`config.mk`:
```
export PLATFORM = sky130hd
export DESIGN_NAME = instr_fetch
export DESIGN_NICKNAME = d
export VERILOG_FILES = /design/src/rtl/instr_fetch.sv
export SDC_FILE = /design/constraint.sdc
export NUM_CORES = 1
export LEC_CHECK = 0
export BUFFER_PORTS_ARGS = -buffer_cell sky130_fd_sc_hd__buf_2
export CORE_AREA = 2 2 85 87
export DETAILED_ROUTE_END_ITERATION = 10
export DIE_AREA = 0 0 87 89
export HOLD_SLACK_MARGIN = 0.03
export PLACE_DENSITY_LB_ADDON = 0.08
export SETUP_SLACK_MARGIN = 0.3
export SLEW_MARGIN = 20
export SYNTH_ARGS = -nofsm -noshare
export SYNTH_HDL_FRONTEND = slang
export SYNTH_SLANG_ARGS = --single-unit
```
`constraint.sdc`:
```
create_clock -name clk_in -period 2.4 [get_ports clk_in]
set_clock_uncertainty 0.1 [all_clocks]
set_input_delay 0.36 -clock clk_in [delete_from_list [all_inputs] [get_ports clk_in]]
set_output_delay 0.36 -clock clk_in [all_outputs]
set_load 0.02 [all_outputs]
```
`src/rtl/instr_fetch.sv`:
```
// Fetch stage: owns the PC, fetches words over req/ack, holds them in an instruction register for the decoder.
// Latency: instruction visible one cycle after the ack; zero-wait-state memory gives one instruction per 2 cycles.
// Backpressure: the held instruction is kept until the decoder raises pc_enable_in; memory stalls by withholding ack.
//
// Ports:
//   clk_in, rst_in          single rising-edge clock, asynchronous active-high reset
//   pc_enable_in            decoder request to advance to the next instruction (honoured only in HOLD)
//   imem_req_out/_addr_out  registered fetch request and its word address (address always equals pc_out)
//   imem_ack_in/_data_in    memory ack with same-cycle data; ignored unless a request is outstanding
//   instr_out, instr_valid_out, pc_out   instruction register, its valid flag, and its address
//   opcode_out, func_out    decoder fields; bubble values while no valid instruction is held
//   fetch_error_out         sticky ack-timeout flag
//
// Optional build macro FETCH_TIMEOUT_EN: adds an ack watchdog of TIMEOUT_CYCLES request cycles that
// parks the stage in ERROR until reset. Without it REQ waits forever and fetch_error_out is tied low.

module instr_fetch #(
    parameter int                    ADDR_WIDTH     = 32,
    parameter logic [ADDR_WIDTH-1:0] RESET_PC       = '0,
    parameter int                    PC_STEP        = 4,
    parameter logic [5:0]            BUBBLE_OPCODE  = 6'b111111,
    parameter int                    TIMEOUT_CYCLES = 16
) (
    input  logic                  clk_in,
    input  logic                  rst_in,
    input  logic                  pc_enable_in,
    output logic                  imem_req_out,
    output logic [ADDR_WIDTH-1:0] imem_addr_out,
    input  logic                  imem_ack_in,
    input  logic [31:0]           imem_data_in,
    output logic [31:0]           instr_out,
    output logic [5:0]            opcode_out,
    output logic [5:0]            func_out,
    output logic                  instr_valid_out,
    output logic [ADDR_WIDTH-1:0] pc_out,
    output logic                  fetch_error_out
);

    typedef enum logic [1:0] {
        IDLE  = 2'd0,
        REQ   = 2'd1,
        HOLD  = 2'd2,
        ERROR = 2'd3
    } state_t;

    localparam logic [ADDR_WIDTH-1:0] STEP = ADDR_WIDTH'(PC_STEP);

    state_t                state;
    logic [ADDR_WIDTH-1:0] pc;
    logic [31:0]           instr;
    logic                  instr_valid;
    logic                  req;
    logic                  fetch_error;

`ifdef FETCH_TIMEOUT_EN
    localparam int CNT_W = $clog2(TIMEOUT_CYCLES + 1);
    localparam logic [CNT_W-1:0] CNT_LAST = CNT_W'(TIMEOUT_CYCLES - 1);

    // Counts REQ cycles that ended without an ack; cleared whenever REQ is entered.
    logic [CNT_W-1:0] wait_cnt;
`else
    logic unused_timeout_cfg;
    assign unused_timeout_cfg = ^TIMEOUT_CYCLES;
`endif

    always_ff @(posedge clk_in or posedge rst_in) begin
        if (rst_in) begin
            state       <= IDLE;
            pc          <= RESET_PC;
            instr       <= '0;
            instr_valid <= 1'b0;
            req         <= 1'b0;
            fetch_error <= 1'b0;
`ifdef FETCH_TIMEOUT_EN
            wait_cnt    <= '0;
`endif
        end else begin
            case (state)
                IDLE: begin
                    // Any ack seen here has no request behind it and is dropped.
                    req   <= 1'b1;
                    state <= REQ;
`ifdef FETCH_TIMEOUT_EN
                    wait_cnt <= '0;
`endif
                end

                REQ: begin
                    // pc_enable_in is deliberately not looked at while a fetch is pending.
                    if (imem_ack_in) begin
                        instr       <= imem_data_in;
                        instr_valid <= 1'b1;
                        req         <= 1'b0;
                        state       <= HOLD;
`ifdef FETCH_TIMEOUT_EN
                    end else if (wait_cnt == CNT_LAST) begin
                        // This edge closes the TIMEOUT_CYCLES-th unanswered request cycle.
                        fetch_error <= 1'b1;
                        req         <= 1'b0;
                        state       <= ERROR;
                    end else begin
                        wait_cnt <= wait_cnt + 1'b1;
`endif
                    end
                end

                HOLD: begin
                    if (pc_enable_in) begin
                        // Wraps modulo 2^ADDR_WIDTH by construction of the adder width.
                        pc          <= pc + STEP;
                        instr_valid <= 1'b0;
                        req         <= 1'b1;
                        state       <= REQ;
`ifdef FETCH_TIMEOUT_EN
                        wait_cnt    <= '0;
`endif
                    end
                end

                ERROR: begin
                    // Terminal until reset; outputs already show a bubble and no request.
                    req         <= 1'b0;
                    instr_valid <= 1'b0;
                end

                default: begin
                    state <= IDLE;
                    req   <= 1'b0;
                end
            endcase
        end
    end

    assign imem_req_out    = req;
    assign imem_addr_out   = pc;
    assign pc_out          = pc;
    assign instr_out       = instr;
    assign instr_valid_out = instr_valid;

`ifdef FETCH_TIMEOUT_EN
    assign fetch_error_out = fetch_error;
`else
    assign fetch_error_out = 1'b0;
`endif

    // Invalid slots steer the decoder to its default (no-write) branch.
    always_comb begin
        opcode_out = BUBBLE_OPCODE;
        func_out   = 6'b000000;
        if (instr_valid) begin
            opcode_out = instr[31:26];
            func_out   = instr[5:0];
        end
    end

`ifndef FETCH_TIMEOUT_EN
    logic unused_error_state;
    assign unused_error_state = fetch_error;
`endif

endmodule

```
-- After elaboration in Yosys (flattened, before gate mapping)
Cells that the tools add are included.
- muxes and demuxes: 11
- add/subtract/negate cells: 1
- reductions and logical operators: 8
- equality and inequality tests: 5
- operators by type and width (cell ; count):
    $add 32x3->32 const B ; 1
    $mux 6 ; 2
    $pmux 2 s3 ; 1
    $reduce_and 2->1 ; 3
    $reduce_and 3->1 ; 2
    $reduce_bool 3->1 ; 2
    $eq 2x2->1 const B ; 2
    $mux 1 ; 4
    $mux 2 ; 2
    $ne 2x2->1 const B ; 2
    $pmux 1 s4 ; 1
    $pmux 1 s3 ; 1
    $eq 2x1->1 const B ; 1
    $logic_not 2->1 ; 1
- input bits: 36
- output and inout bits: 111
- bits in registers: 68

-- Logic depth before layout (Yosys ltp)
Gate-level depths: netlist (run 1).
- word-level depth: 3
- mapped depth: 6
- depth with buffers taken out: 5

-- Worst setup path after synthesis (run 1)
Ideal clock, no wire load.
- path type: register -> register
- start point: register pc[2], in the netlist imem_addr_out[2]
- end point: register pc[24], in the netlist imem_addr_out[24]
- setup slack: 701 ps
- cell stages (with the launch flop): 6
- path buffers: 0
- data arrival time: 1519 ps
- required time: 2220 ps
- path through: dfrtp_1 ha_1 and3_1 nand3_4 nor4_1 xor2_1
- longest elaborated chain between the ends: 1
- RTL lines (element ; RTL line ; source):
    start, declared ; 49 ; logic [ADDR_WIDTH-1:0] pc;
    start signal, assigned ; 110 ; pc <= pc + STEP;
    $add 32x3->32 ; 110 ;
No other way between the ends.
A chain may end at the register's enable or synchronous reset.

-- Final worst setup path (run 1)
- start point: register state[0]
- end point: register pc[25], in the netlist imem_addr_out[25]
- longest elaborated chain between the ends: 2
- RTL lines (element ; RTL line ; source):
    start, declared ; 48 ; state_t state;
    start signal, assigned ; 68 ; state <= IDLE;
    start signal, assigned ; 82 ; state <= REQ;
    start signal, assigned ; 94 ; state <= HOLD;
    $eq 2x2->1 ; 78 ; case (state)
    $reduce_and 2->1 (no source line) ; -- ;
No other way between the ends.

==> flow_metrics.tcl, run 1 <==
set metrics [dict create \
    finalCriticalPeriod_ns 1.88 \
    synth-adder-area-share_pct 0.397 \
    ctsResizeCount 0 \
    place.gp.congestion 0.707 \
    yosysTopAreaCell "dfrtp_1" \
    nets 410 \
    core-area_sq_mm 0.00672 \
    hold_ws_ns 0.153 \
    drtIter0Drc 68 \
    rows 30 \
    drt_first_pass_iters 4 \
    synth-seq-cells 66 \
    end_kind "register" \
    async_reset_ff_share_pct 100 \
    path_buf_inv 0 \
    grt_pass1_wl_mm 9.59 \
    drv_cap 0 \
    drive_gt1_share_pct 54.8 \
    drtAntennaViolNets 0 \
    arrival_ns 2.03 \
    max_stage_delay_ns 0.48 \
    tritoncts "done" \
    path_cells "and4b_1 -> nand4_4 -> nor4_2 -> xor2_1" \
    via_per_inst 4.87 \
    setup_viol 0 \
    powerDensity_mw_per_mm2 903 \
    numPortBuffers 141 \
    h-tree-depth 3 \
    synth_xor_area_share_pct 8.05 \
    grt_pass1_vias 2047 \
    cp_max_fo 9 \
    wirelength_mm 6.12 \
    rsz0062_at_grt "false" \
    clock.fmax_mhz 532 \
    synth-seq-area-share_pct 52.3 \
    clock_sinks 66 \
    cts-hold-fix-buffers 1 \
    yosysWarnings 0 \
    synthFlopType "dfrtp_1" \
    synth_edf_count 0 \
    synth.top_cell.area_share_pct 52.3 \
    clock_latency_ns 0.33 \
    synth_top_family_by_area "simple AND/OR/NAND/NOR gates" \
    worst_path_dominant_cell_family "simple AND/OR/NAND/NOR gates" \
    io-pin-count 147 \
    syn_area_per_cell_sq_um 12.3 \
    maxSlewViolCount 0 \
    syn_area_sq_mm 0.00316 \
    synth_compound_area_share_pct 1.19 \
    grt_max_degree 43 \
    status "completed" \
    synth_mux_area_share_pct 11.8 \
    final-hold-violation-count 0 \
    drc 0 \
    yosys.area_share.simple_pct 15.5 \
    cp_slowest_cell "and4b_1" \
    vdd.ir_drop.worst_uv 575 \
    tightest_slew_ns 0.598 \
    wire_per_inst_microns 13.4 \
    vias 2232 \
    dieArea_sq_mm 0.00774 \
    antenna_found_initial 0 \
    hp-class "in -> reg" \
    synth.distinct_cells 39 \
    power.leakage_nw 2.14 \
    synthCells 256 \
    tns_ns 0 \
    post-route-period-util_pct 78.3 \
    start_util_pct 47.0 \
    start_kind "register" \
    cts_setup_buffers 0 \
    ctsRootBufferMaster "clkbuf_8" \
    grt.total_usage_pct 16.1 \
    critical_path_class "reg -> reg" \
    layout_commonest_cell "buf_2" \
    die_y_microns 89 \
    die_x_microns 87 \
    syn_to_final_growth_pct 25.2 \
    diodes 0 \
    clk_pin_slew_ns 0.07 \
    slew_headroom_pct 60.1 \
    cts_buffers 9 \
    required_ns 2.55 \
    clockBufferDepth 2 \
    final_cell_mix "141 x buf_2, 66 x dfrtp_1, 33 x mux2_2" \
    hpwlAfterDp_mm 4.37 \
    synthTopCellsByArea "dfrtp_1 52%, mux2_2 12%, buf_4 8.3%" \
    overflow 0 \
]
[per-layer routing]
metal	track usage, %	vias up	part of all wire, %
met5	0	-	0
met4	8.10	0	1.3
met3	4.25	7	7.4
met2	25.4	93	49
met1	20.6	1074	42
li1	-	1058	-
[cell families after synthesis]
| kind of cell | Yosys count |
|---|---|
| mux | 33 |
| xor+xnor | 29 |
| fa+ha+maj | 1 |
| simple gates | 71 |
| compound gates | 6 |
| buf+inv | 49 |
| flops | 66 |
| other cells | 1 |
[per-stage QoR]
| stage | cell area, sq um | setup slack [ns] | power, mW | instances | util, % |
|---|---|---|---|---|---|
| after floorplan | 3170 | 0.701 | 2.17 | 260 | - |
| after global placement | 3700 | 0.606 | 2.50 | 441 | 55.1 |
| after detailed placement | 3700 | 0.514 | 2.52 | 441 | 55.1 |
| after CTS | 3950 | 0.500 | 3.62 | 458 | 58.8 |
| after global routing | 3950 | 0.342 | 3.75 | 458 | 58.8 |
| final | 3950 | 0.522 | 3.57 | 458 | 58.8 |
[cell usage after synthesis (2+ instances only)]
cell	n
dfrtp_1	66
buf_4	35
mux2_2	33
xor2_1	15
xnor2_1	14
nand2_1	11
nand3_1	8
and3_1	7
nand2b_1	7
and2_1	6
inv_1	6
nor3_1	6
buf_2	4
nor2_1	4
nor4_2	4
and4_1	2
buf_6	2
clkbuf_1	2
nand3_4	2
nand4_1	2
o21ai_0	2
[worst paths after layout]
kind,startpoint,to,slack (ns),cells after the start
worst max-delay path,state[0],imem_addr_out[25],0.52,4
worst min-delay path,imem_data_in[22],instr_out[22],0.15,2
worst max register to register,state[0],imem_addr_out[25],0.52,4
worst min register to register,imem_addr_out[28],imem_addr_out[28],0.39,1
max in group asynchronous,rst_in,imem_addr_out[6],1.05,4
min in group asynchronous,rst_in,imem_addr_out[15],0.56,3
[cell type report]
type | count | area [sq um]
fill | 587 | 2770
sequential | 66 | 1650
multi-input combinational | 145 | 1180
timing repair buffer | 145 | 751
clock buffer | 12 | 165
tap | 80 | 100
clock inverter | 4 | 72.6
inverter | 6 | 26.3
[flip-flops by register name, summed over array words and instances, names as in the netlist]
name / cells
instr_out: 32
imem_addr_out: 30
state: 2
imem_req_out: 1
instr_valid_out: 1
[power by group]
group / internal, mW / total [mW] / switching (mW) / leakage, nW
Combinational: 0.404 / 0.958 / 0.555 / 1.19
Sequential: 1.37 / 1.52 / 0.153 / 0.829
Clock: 0.669 / 1.09 / 0.418 / 0.119
Total: 2.44 / 3.57 / 1.13 / 2.14
No activity file was read; power rests on OpenSTA's default activity.
==> run 2: changes to the inputs <==
--- a/config.mk
+++ b/config.mk
@@ -5,10 +5,11 @@
 export SDC_FILE = /design/constraint.sdc
 export NUM_CORES = 1
 export LEC_CHECK = 0
+export ABC_AREA = 1
 export BUFFER_PORTS_ARGS = -buffer_cell sky130_fd_sc_hd__buf_2
-export CORE_AREA = 2 2 85 87
+export CORE_AREA = 2 2 88 90
 export DETAILED_ROUTE_END_ITERATION = 10
-export DIE_AREA = 0 0 87 89
+export DIE_AREA = 0 0 90 92
 export HOLD_SLACK_MARGIN = 0.03
 export PLACE_DENSITY_LB_ADDON = 0.08
 export SETUP_SLACK_MARGIN = 0.3
==> constraint.sdc (replaced) <==
create_clock -name clk_in -period 1.88 [get_ports clk_in]
set_clock_uncertainty 0.1 [all_clocks]
set_input_delay 0.282 -clock clk_in [delete_from_list [all_inputs] [get_ports clk_in]]
set_output_delay 0.282 -clock clk_in [all_outputs]
set_load 0.02 [all_outputs]
==> flow_metrics.tcl, run 2 <==
set metrics [dict create \
    status "completed" \
    r2r_slack_ns 0.36 \
    grt.total_usage_pct 18.2 \
    die_x_microns 90 \
    yosysTopAreaCell "dfrtp_1" \
    ctsRootBufferMaster "clkbuf_8" \
    grt_pass1_vias 2608 \
    cp-endpoint "opcode_out[5]" \
    start_kind "register" \
    final_cell_mix "139 x buf_2, 89 x nand2_1, 57 x dfrtp_1" \
    wirelength_mm 7.58 \
    vias 2814 \
    dieArea_sq_mm 0.00828 \
    min_delay_path_depth 2 \
    h-tree-depth 3 \
    hpwlAfterDp_mm 5.45 \
    reg2reg_from "imem_addr_out[2]" \
    clock_sinks 66 \
    cts_buffers 9 \
    grt_max_degree 67 \
    clockBufferDepth 2 \
    end_kind "output port" \
    grt_pass1_wl_mm 12.0 \
    clk_pin_slew_ns 0.07 \
    synth-seq-cells 66 \
    clock.fmax_mhz 642 \
    required_ns 1.50 \
    layout_commonest_cell "buf_2" \
    vdd.ir_drop.worst_uv 776 \
    synthFlopType "dfrtp_1" \
    utilization_pct 58.2 \
    nFillCells 707 \
    maxSlewViolCount 0 \
    synth.top_cell.area_share_pct 48.0 \
    instances_no_fill 607 \
    syn_area_sq_mm 0.00344 \
    power.leakage_nw 2.39 \
    drive_gt1_share_pct 45.5 \
    final-hold-violation-count 0 \
    drt_first_pass_iters 4 \
    syn_area_per_cell_sq_um 9.22 \
    synthCells 373 \
    start_util_pct 46.2 \
    yosysWarnings 0 \
    tritoncts "done" \
    dp.cells 583 \
    nets 538 \
    yosysMostFrequentCell "nand2_1" \
    finalCriticalPeriod_ns 1.56 \
    r2r_end "imem_addr_out[24]" \
    numPortBuffers 141 \
    setup_viol 0 \
    synth.distinct_cells 30 \
    synth-seq-area-share_pct 48.0 \
    tns_ns 0 \
    synthTopCellsByArea "dfrtp_1 48%, nand2_1 9.8%, mux2_2 8.8%" \
    place.gp.congestion 0.880 \
    regArea_sq_mm 0.00166 \
    async_reset_ff_share_pct 100 \
    drv_cap 0 \
    wire_per_inst_microns 12.5 \
    synth_edf_count 0 \
    post-route-period-util_pct 82.8 \
    crit_start "instr_valid_out" \
    critical_path_class "reg -> out" \
    drtIter0Drc 76 \
    rsz0062_at_grt "true" \
    antenna_found_initial 0 \
    core-area_sq_mm 0.00745 \
    syn_to_final_growth_pct 26.0 \
    powerDensity_mw_per_mm2 1260 \
    hp-class "in -> reg" \
    cp_max_fo 3 \
    clock_latency_ns 0.33 \
    rows 32 \
    overflow 0 \
    r2r_cells 8 \
    die_y_microns 92 \
    arrival_ns 1.17 \
    drtAntennaViolNets 0 \
    largest_register_ffs 32 \
    drc 0 \
    via_per_inst 4.64 \
    io-pin-count 147 \
    multiInputGateArea_sq_mm 0.00136 \
    diodes 0 \
    synthTopCellsByCount "90 x nand2_1, 66 x dfrtp_1, 42 x inv_1, 35 x buf_4, 29 x nor2_1" \
]
-- run 2: changes by cell type after synthesis, moves of 8 or more --
cell and change:
inv_1 +36, nand2_1 +79, nor2_1 +25, xor2_1 -8
-- run 2: area by class of cell --
cell class / instances / area share, %
sequential: 66 / 38.3
multi-input combinational: 227 / 31.3
timing repair buffer: 153 / 19.4
inverter: 44 / 3.95
clock buffer: 11 / 3.03
tap: 102 / 2.94
clock inverter: 4 / 1.04
-- run 2: per-layer routing --
| metal | track usage (%) | wire length [microns] | vias to the layer above |
|---|---|---|---|
| met3 | 5.42 | 598 | 14 |
| met1 | 23.4 | 3380 | 1310 |
| met2 | 27.9 | 3420 | 103 |
| met4 | 9.36 | 183 | 0 |
| met5 | 0 | 0 | - |
| li1 | - | - | 1387 |
-- run 2: cell families (layout without fill, tap and decap cells) --
logic type	after synthesis	count (layout)	synth area share [%]
simple gates	167	167	23.5
flops	66	66	48.0
xor+xnor	15	15	3.82
compound gates	12	12	1.75
mux	27	27	8.84
fa+ha+maj	1	1	0.364
buf+inv	84	212	13.7
other cells	1	5	0.109
-- run 2: critical path, stage by stage (launching register included) --
cell	delay, ns
dfrtp_2	0.39
inv_1	0.05
or2_2	0.28
buf_6	0.14
-- run 2: worst min path at each step --
stage / slack [ns] / endpoint / from
after floorplan: 0.33 / imem_addr_out[10] / rst_in
after global placement: 0.31 / imem_addr_out[21] / rst_in
after detailed placement: 0.31 / imem_addr_out[29] / rst_in
after CTS: 0.07 / instr_out[10] / imem_data_in[10]
after global routing: 0.06 / instr_out[2] / imem_data_in[2]
final: 0.08 / instr_out[20] / imem_data_in[20]
-- run 2: power breakdown --
part / leakage [nW] / switching [mW] / total, mW / internal, mW
clock network: 0.0929 / 0.532 / 1.13 / 0.600
registers: 0.814 / 0.278 / 2.13 / 1.85
logic: 1.49 / 1.30 / 2.20 / 0.896
-- run 2: metrics by stage --
stage	instance area, sq um	total power, mW	hold WS, ns	worst slack, ns
after global routing	4340	5.79	0.0560	0.253
after floorplan	3460	3.62	0.326	0.316
after global placement	4040	4.24	0.308	0.318
final	4340	5.46	0.0799	0.323
after CTS	4240	5.43	0.0653	0.293
after detailed placement	4040	4.27	0.312	0.308
-- run 2: repair_timing --
item / in CTS / in global routing
endpoints found under the setup margin: 10 / 22
pin swaps: 2 / 5
resized for setup: 3 / 18
setup buffers: 1 / 7
hold endpoints to repair: 66 / 0
hold buffers: 1 / 0
==> run 3: changes to the inputs <==
--- a/config.mk
+++ b/config.mk
@@ -5,11 +5,11 @@
 export SDC_FILE = /design/constraint.sdc
 export NUM_CORES = 1
 export LEC_CHECK = 0
-export ABC_AREA = 1
+export ABC_AREA = 0
 export BUFFER_PORTS_ARGS = -buffer_cell sky130_fd_sc_hd__buf_2
-export CORE_AREA = 2 2 88 90
+export CORE_AREA = 2 2 90 92
 export DETAILED_ROUTE_END_ITERATION = 10
-export DIE_AREA = 0 0 90 92
+export DIE_AREA = 0 0 92 94
 export HOLD_SLACK_MARGIN = 0.03
 export PLACE_DENSITY_LB_ADDON = 0.08
 export SETUP_SLACK_MARGIN = 0.3
==> constraint.sdc (replaced) <==
create_clock -name clk_in -period 1.42 [get_ports clk_in]
set_clock_uncertainty 0.1 [all_clocks]
set_input_delay 0.213 -clock clk_in [delete_from_list [all_inputs] [get_ports clk_in]]
set_output_delay 0.213 -clock clk_in [all_outputs]
set_load 0.02 [all_outputs]
==> flow_metrics.tcl, run 3 (same netlist as run 1, synthesis figures left out) <==
set metrics [dict create \
    status "finished, violations left" \
    violations "negative setup slack" \
    clockBufferDepth 2 \
    drtIter0Drc 30 \
    grt_max_degree 67 \
    power.leakage_nw 3.00 \
    final_cell_mix "139 x buf_6, 47 x dfrtp_1, 39 x buf_4" \
    dieArea_sq_mm 0.00865 \
    h-tree-depth 3 \
    critical_path_class "reg -> reg" \
    overflow 0 \
    die_x_microns 92 \
    io-pin-count 147 \
    crit_start "state[0]" \
    drv_cap 0 \
    final.setup.worst_slack_ns -0.213 \
    drtAntennaViolNets 0 \
    vias 2721 \
    drt_first_pass_iters 4 \
    hold_ws_ns 0.0225 \
    vdd.ir_drop.worst_uv 930 \
    die_y_microns 94 \
    post-route-period-util_pct 115 \
    start_kind "register" \
    syn_to_final_growth_pct 90.4 \
    maxSlewViolCount 0 \
    hp-class "in -> reg" \
    setup_viol 67 \
    final-hold-violation-count 0 \
    nFillCells 468 \
    required_ns 1.58 \
    rows 32 \
    antenna_found_initial 0 \
    grt_pass1_vias 2839 \
    wire_per_inst_microns 14.5 \
    grt_pass1_wl_mm 13.4 \
    end_kind "register" \
    hp-start "imem_ack_in" \
    multiInputGateArea_sq_mm 0.00141 \
    clock.fmax_mhz 612 \
    clock_sinks 66 \
    via_per_inst 4.61 \
    cp_max_fo 8 \
    drc 0 \
    tritoncts "done" \
    powerDensity_mw_per_mm2 1170 \
    nets 520 \
    clock_latency_ns 0.33 \
    p_total_mw 7.02 \
    numPortBuffers 141 \
    reg2reg_from "state[0]" \
    utilization_pct 79.0 \
    wirelength_mm 8.54 \
    layout_commonest_cell "buf_6" \
    ctsRootBufferMaster "clkbuf_8" \
    cts_buffers 9 \
    arrival_ns 1.79 \
    start_util_pct 41.5 \
    diodes 0 \
    rsz0062_at_grt "true" \
    clk_pin_slew_ns 0.07 \
    core-area_sq_mm 0.00761 \
    grt.total_usage_pct 20.0 \
    largest_register_ffs 32 \
    finalCriticalPeriod_ns 1.63 \
    place.gp.congestion 0.736 \
    drive_gt1_share_pct 69.3 \
    hpwlAfterDp_mm 4.84 \
    regArea_sq_mm 0.00168 \
]
-- run 3: report_power, final --
| group | switching, mW | internal (mW) | leakage, nW |
|---|---|---|---|
| clock network | 0.703 | 1.02 | 0.116 |
| registers | 0.381 | 2.32 | 0.799 |
| logic | 1.06 | 1.52 | 2.08 |
| total | 2.15 | 4.87 | 3.00 |
-- run 3: path summary, 6_finish.rpt --
kind / to / slack (ns) / depth (start not counted)
worst max-delay path: imem_addr_out[27] / -0.21 / 4
worst min-delay path: state[1] / 0.02 / 3
worst max register to register: imem_addr_out[27] / -0.21 / 4
worst min register to register: instr_out[10] / 0.43 / 1
max in group asynchronous: imem_addr_out[3] / 0.48 / 4
min in group asynchronous: instr_out[15] / 0.43 / 4
-- run 3: metal layers --
layer / up-vias / share of wire (%) / track usage, %
li1: 1280 / - / -
met1: 1340 / 39 / 22.6
met2: 90 / 54 / 36.3
met3: 11 / 4.9 / 4.17
met4: 0 / 2.0 / 8.83
met5: - / 0 / 0
-- run 3: final cells by class --
| class | count | share of cell area [%] |
|---|---|---|
| clock buffer | 10 | 2.29 |
| clock inverter | 6 | 1.33 |
| inverter | 6 | 0.437 |
| multi-input combinational | 145 | 23.5 |
| sequential | 66 | 27.9 |
| tap | 102 | 2.12 |
| timing repair buffer | 255 | 42.4 |
-- run 3: timing repair --
action                     4_1_cts  5_1_grt
pin swaps                       17       13
setup buffers                   27       13
cloned                           1        0
gates resized for setup        257       24
setup endpoints to repair      168      169
hold buffers                    33        0
hold endpoints to repair        99        0
-- run 3: through the flow --
step / setup WS, ns / std cells / setup TNS [ns] / area, sq um
3_3_place_gp: -0.177 / 500 / -6.41 / 4140
6_report: -0.213 / 590 / -6.17 / 6010
4_1_cts: -0.187 / 577 / -6.67 / 5810
2_1_floorplan: -0.191 / 260 / -3.38 / 3330
5_1_grt: -0.289 / 590 / -10.35 / 6010
3_5_place_dp: -0.236 / 500 / -7.94 / 4140
-- run 3: critical path: stages, from the launching register on --
cell     delay (ns)
dfrtp_1        0.37
and4b_2        0.33
nand4_4        0.24
nor4_2         0.34
xor2_1         0.16
